<file path="config.mk">
export PLATFORM = sky130hd
export DESIGN_NAME = mem_arbiter
export DESIGN_NICKNAME = d
export VERILOG_FILES = /design/src/rtl/mem_arb_pkg.sv /design/src/rtl/mem_arbiter_fill_counter.sv /design/src/rtl/mem_arbiter.sv
export SDC_FILE = /design/constraint.sdc
export NUM_CORES = 1
export LEC_CHECK = 0
export CORE_ASPECT_RATIO = 1.1
export CORE_MARGIN = 3
export CORE_UTILIZATION = 33
export CTS_CLUSTER_DIAMETER = 200
export DETAILED_ROUTE_END_ITERATION = 10
export PLACE_DENSITY_LB_ADDON = 0.3
export SYNTH_ARGS = -nofsm -noshare
export SYNTH_HDL_FRONTEND = slang
export SYNTH_SLANG_ARGS = --single-unit
</file>
<file path="constraint.sdc">
create_clock -name clk -period 4.01 [get_ports clk]
set_clock_uncertainty 0.15 [all_clocks]
set_input_delay 0.802 -clock clk [delete_from_list [all_inputs] [get_ports clk]]
set_output_delay 0.802 -clock clk [all_outputs]
set_load 0.02 [all_outputs]
</file>
<file path="src/rtl/mem_arb_pkg.sv">
// Shared types and sizing for the instruction/data memory arbiter.
// Block geometry is fixed: eight 16-bit words per cache block.
package mem_arb_pkg;

    localparam int BLOCK_WORDS = 8;
    localparam int WORD_IDX_W  = 3;
    localparam int ISSUE_CNT_W = WORD_IDX_W + 1;

    localparam logic [WORD_IDX_W-1:0]  LAST_WORD   = WORD_IDX_W'(BLOCK_WORDS - 1);
    localparam logic [ISSUE_CNT_W-1:0] ISSUE_LIMIT = ISSUE_CNT_W'(BLOCK_WORDS);

    typedef enum logic [1:0] {
        IDLE,
        WRITE,
        FILL
    } state_t;

    typedef enum logic {
        OWN_I,
        OWN_D
    } owner_t;

endpackage

</file>
<file path="src/rtl/mem_arbiter_fill_counter.sv">
// Issue and receive word counters for one block fill.
// The issue counter saturates at BLOCK_WORDS; the receive counter wraps on the last word.
module fill_counter
    import mem_arb_pkg::*;
(
    input  logic                  clk,
    input  logic                  rst,
    input  logic                  clear,
    input  logic                  issue_inc,
    input  logic                  recv_inc,
    output logic [WORD_IDX_W-1:0] issue_idx,
    output logic [WORD_IDX_W-1:0] recv_cnt,
    output logic                  issue_done
);

    logic [ISSUE_CNT_W-1:0] issue_cnt;

    // NOTE: reset is synchronous, so it lives inside the clocked branch, not the sensitivity list.
    always_ff @(posedge clk) begin
        if (rst || clear) begin
            issue_cnt <= '0;
            recv_cnt  <= '0;
        end else begin
            if (issue_inc && !issue_done) begin
                issue_cnt <= issue_cnt + 1'b1;
            end
            if (recv_inc) begin
                recv_cnt <= recv_cnt + 1'b1;
            end
        end
    end

    assign issue_done = (issue_cnt == ISSUE_LIMIT);
    assign issue_idx  = issue_cnt[WORD_IDX_W-1:0];

endmodule

</file>
<file path="src/rtl/mem_arbiter.sv">
// Shares one pipelined main memory between I-cache fills, D-cache fills and
// D-side write-throughs; one transaction in flight, priority d_wr > d_miss > i_miss.
module mem_arbiter
    import mem_arb_pkg::*;
(
    input  logic                  clk,
    input  logic                  rst,
    input  logic                  i_miss,
    input  logic [15:0]           i_addr,
    input  logic                  d_miss,
    input  logic [15:0]           d_addr,
    input  logic                  d_wr,
    input  logic [15:0]           d_wr_addr,
    input  logic [15:0]           d_wr_data,
    output logic                  mem_en,
    output logic                  mem_wr,
    output logic [15:0]           mem_addr,
    output logic [15:0]           mem_wdata,
    input  logic [15:0]           mem_rdata,
    input  logic                  mem_rvalid,
    output logic [15:0]           fill_data,
    output logic [WORD_IDX_W-1:0] fill_word,
    output logic                  i_fill_we,
    output logic                  d_fill_we,
    output logic                  i_done,
    output logic                  d_done,
    output logic                  d_wr_ack,
    output logic                  busy
);

    state_t                state;
    owner_t                owner;
    logic [11:0]           base;
    logic [WORD_IDX_W-1:0] issue_idx;
    logic [WORD_IDX_W-1:0] recv_cnt;
    logic                  issue_done;
    logic                  fill_grant;
    logic                  issuing;
    logic                  fill_rx;
    logic                  last_word;
    logic                  unused_addr_bits;

    // Block-aligned requests: the low nibble of a miss address never reaches memory.
    assign unused_addr_bits = ^{i_addr[3:0], d_addr[3:0]};

    assign fill_grant = (state == IDLE) && !d_wr && (d_miss || i_miss);
    assign issuing    = (state == FILL) && !issue_done;
    assign fill_rx    = (state == FILL) && mem_rvalid;
    assign last_word  = fill_rx && (recv_cnt == LAST_WORD);

    fill_counter u_fill_counter (
        .clk        (clk),
        .rst        (rst),
        .clear      (fill_grant),
        .issue_inc  (issuing),
        .recv_inc   (fill_rx),
        .issue_idx  (issue_idx),
        .recv_cnt   (recv_cnt),
        .issue_done (issue_done)
    );

    always_ff @(posedge clk) begin
        if (rst) begin
            state <= IDLE;
            owner <= OWN_I;
            base  <= '0;
        end else begin
            case (state)
                IDLE: begin
                    if (d_wr) begin
                        state <= WRITE;
                    end else if (d_miss) begin
                        state <= FILL;
                        owner <= OWN_D;
                        base  <= d_addr[15:4];
                    end else if (i_miss) begin
                        state <= FILL;
                        owner <= OWN_I;
                        base  <= i_addr[15:4];
                    end
                end
                WRITE:   state <= IDLE;
                FILL:    if (last_word) state <= IDLE;
                default: state <= IDLE;
            endcase
        end
    end

    // Returned words are forwarded in the cycle they arrive, so the receive side is combinational.
    always_comb begin
        // NOTE: every output gets a default first so no path leaves one unassigned (no latch).
        mem_en    = 1'b0;
        mem_wr    = 1'b0;
        mem_addr  = '0;
        mem_wdata = '0;
        fill_data = '0;
        fill_word = '0;
        i_fill_we = 1'b0;
        d_fill_we = 1'b0;
        i_done    = 1'b0;
        d_done    = 1'b0;
        d_wr_ack  = 1'b0;
        busy      = (state != IDLE);

        if (state == WRITE) begin
            mem_en    = 1'b1;
            mem_wr    = 1'b1;
            mem_addr  = d_wr_addr;
            mem_wdata = d_wr_data;
            d_wr_ack  = 1'b1;
        end

        if (issuing) begin
            mem_en   = 1'b1;
            mem_addr = {base, issue_idx, 1'b0};
        end

        if (fill_rx) begin
            fill_data = mem_rdata;
            fill_word = recv_cnt;
            i_fill_we = (owner == OWN_I);
            d_fill_we = (owner == OWN_D);
            i_done    = last_word && (owner == OWN_I);
            d_done    = last_word && (owner == OWN_D);
        end
    end

endmodule
</file>
* After elaboration in Yosys (flattened, before gate mapping) *
Index checks and enable logic that the tools add are counted.

storage, ports and cells
  bits of input ports = 86
  output and inout port bits = 59
  register bits = 22

operators by class
  eq/ne operators = 6
  add/sub/neg operators = 2
  reduce and logical (&&, ||, !) cells = 17
  multiplexer cells = 20
  bitwise logic cells = 2

operators with widths
  operator             number
  $mux 16              4
  $mux 12              2
  $logic_and 1x1->1    8
  $mux 1               8
  $mux 2               4
  $add 4x1->4 const B  1
  $eq 4x4->1 const B   1
  $ne 4x4->1 const B   1
  $pmux 2 s2           1
  $reduce_bool 2->1    2
  $add 3x1->3 const B  1
  $eq 3x3->1 const B   1
  $mux 3               1
  $reduce_and 3->1     1
  $eq 2x1->1 const B   1
  $eq 2x2->1 const B   1
  $logic_not 1->1      2
  $logic_not 2->1      1
  $logic_or 1x1->1     2
  $ne 2x2->1 const B   1
  $not 1->1            2
  $reduce_and 2->1     1

* Longest topological paths before layout *
  word-level depth = 5
  gate-level depth with buffers = 6

* By module *
From an unflattened synthesis, not the netlist that was laid out.

unflattened totals
  cell total of the unflattened synthesis = 179
  area total of the unflattened synthesis = 1565.3 µm²

modules (own cells, without submodules)
  module        area each (µm²)  seq. area each (µm²)  instances  cells an instance
  mem_arbiter   1206.2           300.3                 1          139
  fill_counter  359.1            140.1                 1          40

* Worst setup path after synthesis *
OpenSTA, ideal clock, no wires.

  path type = in2out
  start = input port mem_rvalid
  end = output port i_done
  cell stages on the path = 4
  slack = 1461 ps
  arrival time = 1597 ps
  data required time = 3058 ps
  path buffers = 1
  cells stage by stage = and3b_1 -> buf_2 -> and2b_1 -> and2_1

between the ends
  word-level cells in the longest chain between the ends = 4

RTL lines
  what                   RTL line            text
  from (decl)            mem_arbiter.sv:20   input logic mem_rvalid,
  $logic_and 1x1->1 (*)  mem_arbiter.sv:48   assign fill_rx = (state == FILL) && mem_rvalid;
  $logic_and 1x1->1      mem_arbiter.sv:49   assign last_word = fill_rx && (recv_cnt == LAST_WORD);
  $logic_and 1x1->1      mem_arbiter.sv:123  i_done = last_word && (owner == OWN_I);
  $mux 1 (*)             mem_arbiter.sv:118  if (fill_rx) begin
  to (decl)              mem_arbiter.sv:25   output logic i_done,

Every way passes the cells marked *; elsewhere a longest branch is shown, timed or not.

* Worst setup path in the final report *
  start = input port mem_rvalid
  end = output port fill_data[7]

between the ends
  word-level cells in the longest chain between the ends = 2

RTL lines
  what               RTL line            text
  $logic_and 1x1->1  mem_arbiter.sv:48
  $mux 16            mem_arbiter.sv:118
  to (decl)          mem_arbiter.sv:21   output logic [15:0] fill_data,

Every way passes these cells.

==> flow_summary.yaml <==
run_status:
  status: "completed"
cts:
  cts_root_buffer: "clkbuf_8"
  cts_buffer_depth: 2
  ctsResizeCount: 0
  cts_setup_buffers: 0
  insertion_delay_ps: 260
  cts_sinks: 22
  cts_buffers: 3
  htree_num_levels: 1
  cts_tree: "yes"
  clk_pin_slew_ps: 80
  cts_hold_buf: 0
layout:
  antenna_cells: 0
  fin_util: 0.671
  fillers: 390
  num-nets-final: 392
  drive_gt1_frac: 0.0867
  fin_area_sq_um: 2960
  area_growth_pct: 90.2
yosys:
  synth_largest_area_cell: "dfxtp_1"
  ys_types: 34
  ys_ff_latch: 22
  syn_avg_cell_area_sq_um: 8.99
  yosysTopAreaCellShare: 0.283
  syn_nets: 263
  ys_warn_count: 0
  synthCells: 173
  synth_area_sq_um: 1560
  ys_seq_area_frac: 0.283
  synth_area_leaders: "dfxtp_1, and2_1, mux2i_1"
detailed_routing:
  wl_per_cell_um: 14.1
  vias_per_cell: 4.78
  dr.pass1.iters: 4
  drc_errors: 0
  wirelength_mm: 5.00
  drtAntennaViolNets: 0
  vias: 1692
  drtIter0Drc: 56
sta:
  rsz0062_at_grt: "false"
  max_slew_margin: 0.466
  layout_min_cycle_time_ps: 3610
  setup_viol: 0
  worst_pin_slew_ps: 798
  final_hold_viol_count: 0
  post-route-period-util: 0.899
  holdWs_ps: 361
  drv_slew: 0
  tns_ps: 0
  max_freq_mhz: 277
grt:
  grt_pass1_wl_mm: 7.74
  grt_pass1_vias: 1583
  track_usage: 0.168
  grt.overflow.total: 0
  antenna_found_initial: 0
  grt_max_degree: 26
setup_path:
  crit_type: "primary input to output pin"
  worst-r2r-cell-count: 3
  cp.arrival_ps: 2650
  start_kind: "primary input"
  path_max_fanout: 16
  cp-end-kind: "output pin"
  worstPathRequired_ps: 3060
floorplanning:
  pin_count: 145
  core-area_sq_um: 4410
  start_util: 0.353
  die_w_um: 71.5
  std_cell_rows: 25
  die_h_um: 78
  die_area_sq_um: 5570
pwr:
  max-vdd-ir-drop_uv: 136
  p_leak_uw: 0.00114
  power_density_nw_per_um2: 218
placement:
  dpl.hpwl_mm: 4.04
  place_area_sq_um: 2920
  io_buffer_count: 136
  gp_congestion: 0.731
run:
  maxCapViolations: 0
hold_path:
  hold_depth: 2
  hold_path.class: "flop to flop"
## layout by cell type, fill, tap and decap left out
cell type	Yosys	final
and2_1	38	38
ha_1	4	4
a22o_1	14	14
or2_4	1	1
inv_1	2	2
nor2_1	4	4
nor2_2	1	1
nand2_1	4	4
nor3_4	1	1
mux2i_1	15	15
a211oi_2	10	10
o21ba_2	1	1
o21ai_0	3	3
or3b_1	1	1
clkbuf_8	0	3
and3b_1	2	2
or3_1	2	2
or2_2	2	2
and2_4	1	1
buf_4	3	3
a21o_1	1	1
and2b_1	1	1
nand2b_2	1	1
a21oi_1	18	18
nand3b_1	2	2
a211oi_1	2	2
and3_1	1	1
clkdlybuf4s50_1	0	136
a21bo_2	1	1
nor2b_2	0	1
nor3b_1	1	1
xnor2_1	1	1
dfxtp_1	22	22
## kinds of logic (layout without fill, tap and decap cells)
| logic type | Yosys count | after routing | share of synthesized area |
|---|---|---|---|
| buffers and inverters | 17 | 144 | 0.0644 |
| XOR/XNOR | 1 | 1 | 0.00563 |
| adder cells (fa/ha/maj) | 4 | 4 | 0.0322 |
| AO/OA/AOI/OAI | 50 | 50 | 0.254 |
| multiplexers | 15 | 15 | 0.0965 |
| AND/OR/NAND/NOR | 64 | 64 | 0.264 |
| flip-flops | 22 | 22 | 0.283 |
## path summary, 6_finish.rpt
kind | slack (ps) | to | from
worst max-delay path | 400 | fill_data[7] | mem_rvalid
worst min-delay path | 360 | u_fill_counter.issue_cnt[3] | u_fill_counter.issue_cnt[3]
worst max register to register | 2230 | base[1] | state[1]
worst min register to register | 360 | u_fill_counter.issue_cnt[3] | u_fill_counter.issue_cnt[3]
## power breakdown
group	internal [uW]	switching, uW	total, uW
combinational	155	110	265
clock	66.9	66.5	133
sequential	234	12.4	246
total	456	188	644
## Yosys cell counts
cell and number:
buf_6 2, nor2b_1 1, and2_1 38, mux2i_1 15, or3_1 2, or3b_1 1
o21ai_0 3, a21o_1 1, and2_4 1, a211oi_1 2, xnor2_1 1, clkbuf_1 2
nor2_2 1, nor3b_1 1, inv_1 2, buf_4 3, and3_1 1, nand2b_2 1
and3b_1 2, nor2_1 4, nor3_4 1, a21oi_1 18, a21bo_2 1, or2_2 2
and2b_1 1, dfxtp_1 22, o21ba_2 1, ha_1 4, or2_4 1, a22o_1 14
buf_2 8, nand2_1 4, nand3b_1 2, a211oi_2 10
## routing by layer
layer  global-route usage  wire length [um]  up-vias
met1                0.204              2010      755
met5                    0                 0        -
met2                0.301              2540       69
li1                     -                 -      866
met3               0.0324               420        2
met4               0.0395                24        0
## registers in the layout (all words and copies together), names as in the netlist
signal                    count
owner                         1
state                         2
base                         12
u_fill_counter.recv_cnt       3
u_fill_counter.issue_cnt      4
## stage by stage
stage,total power [uW],setup WS (ps),std cells
finish,644,404,354
global route,679,309,354
CTS,652,385,354
detailed placement,519,387,351
global placement,515,436,351
floorplan,381,1460,173
## area by class of cell
cell class / instances / area [sq um] / area share
clock buffers: 3 / 41.3 / 0.0140
inverters: 2 / 7.51 / 0.00254
multi-input cells: 134 / 1020 / 0.344
flip-flops and latches: 22 / 440 / 0.149
well taps: 54 / 67.6 / 0.0228
repair buffers: 139 / 1380 / 0.468
## critical path: stages
cell             delay, ps
clkdlybuf4s50_1        470
and3b_1                370
buf_4                  250
and2_1                 140
clkdlybuf4s50_1        610
No activity file was read; power rests on OpenSTA's default activity.
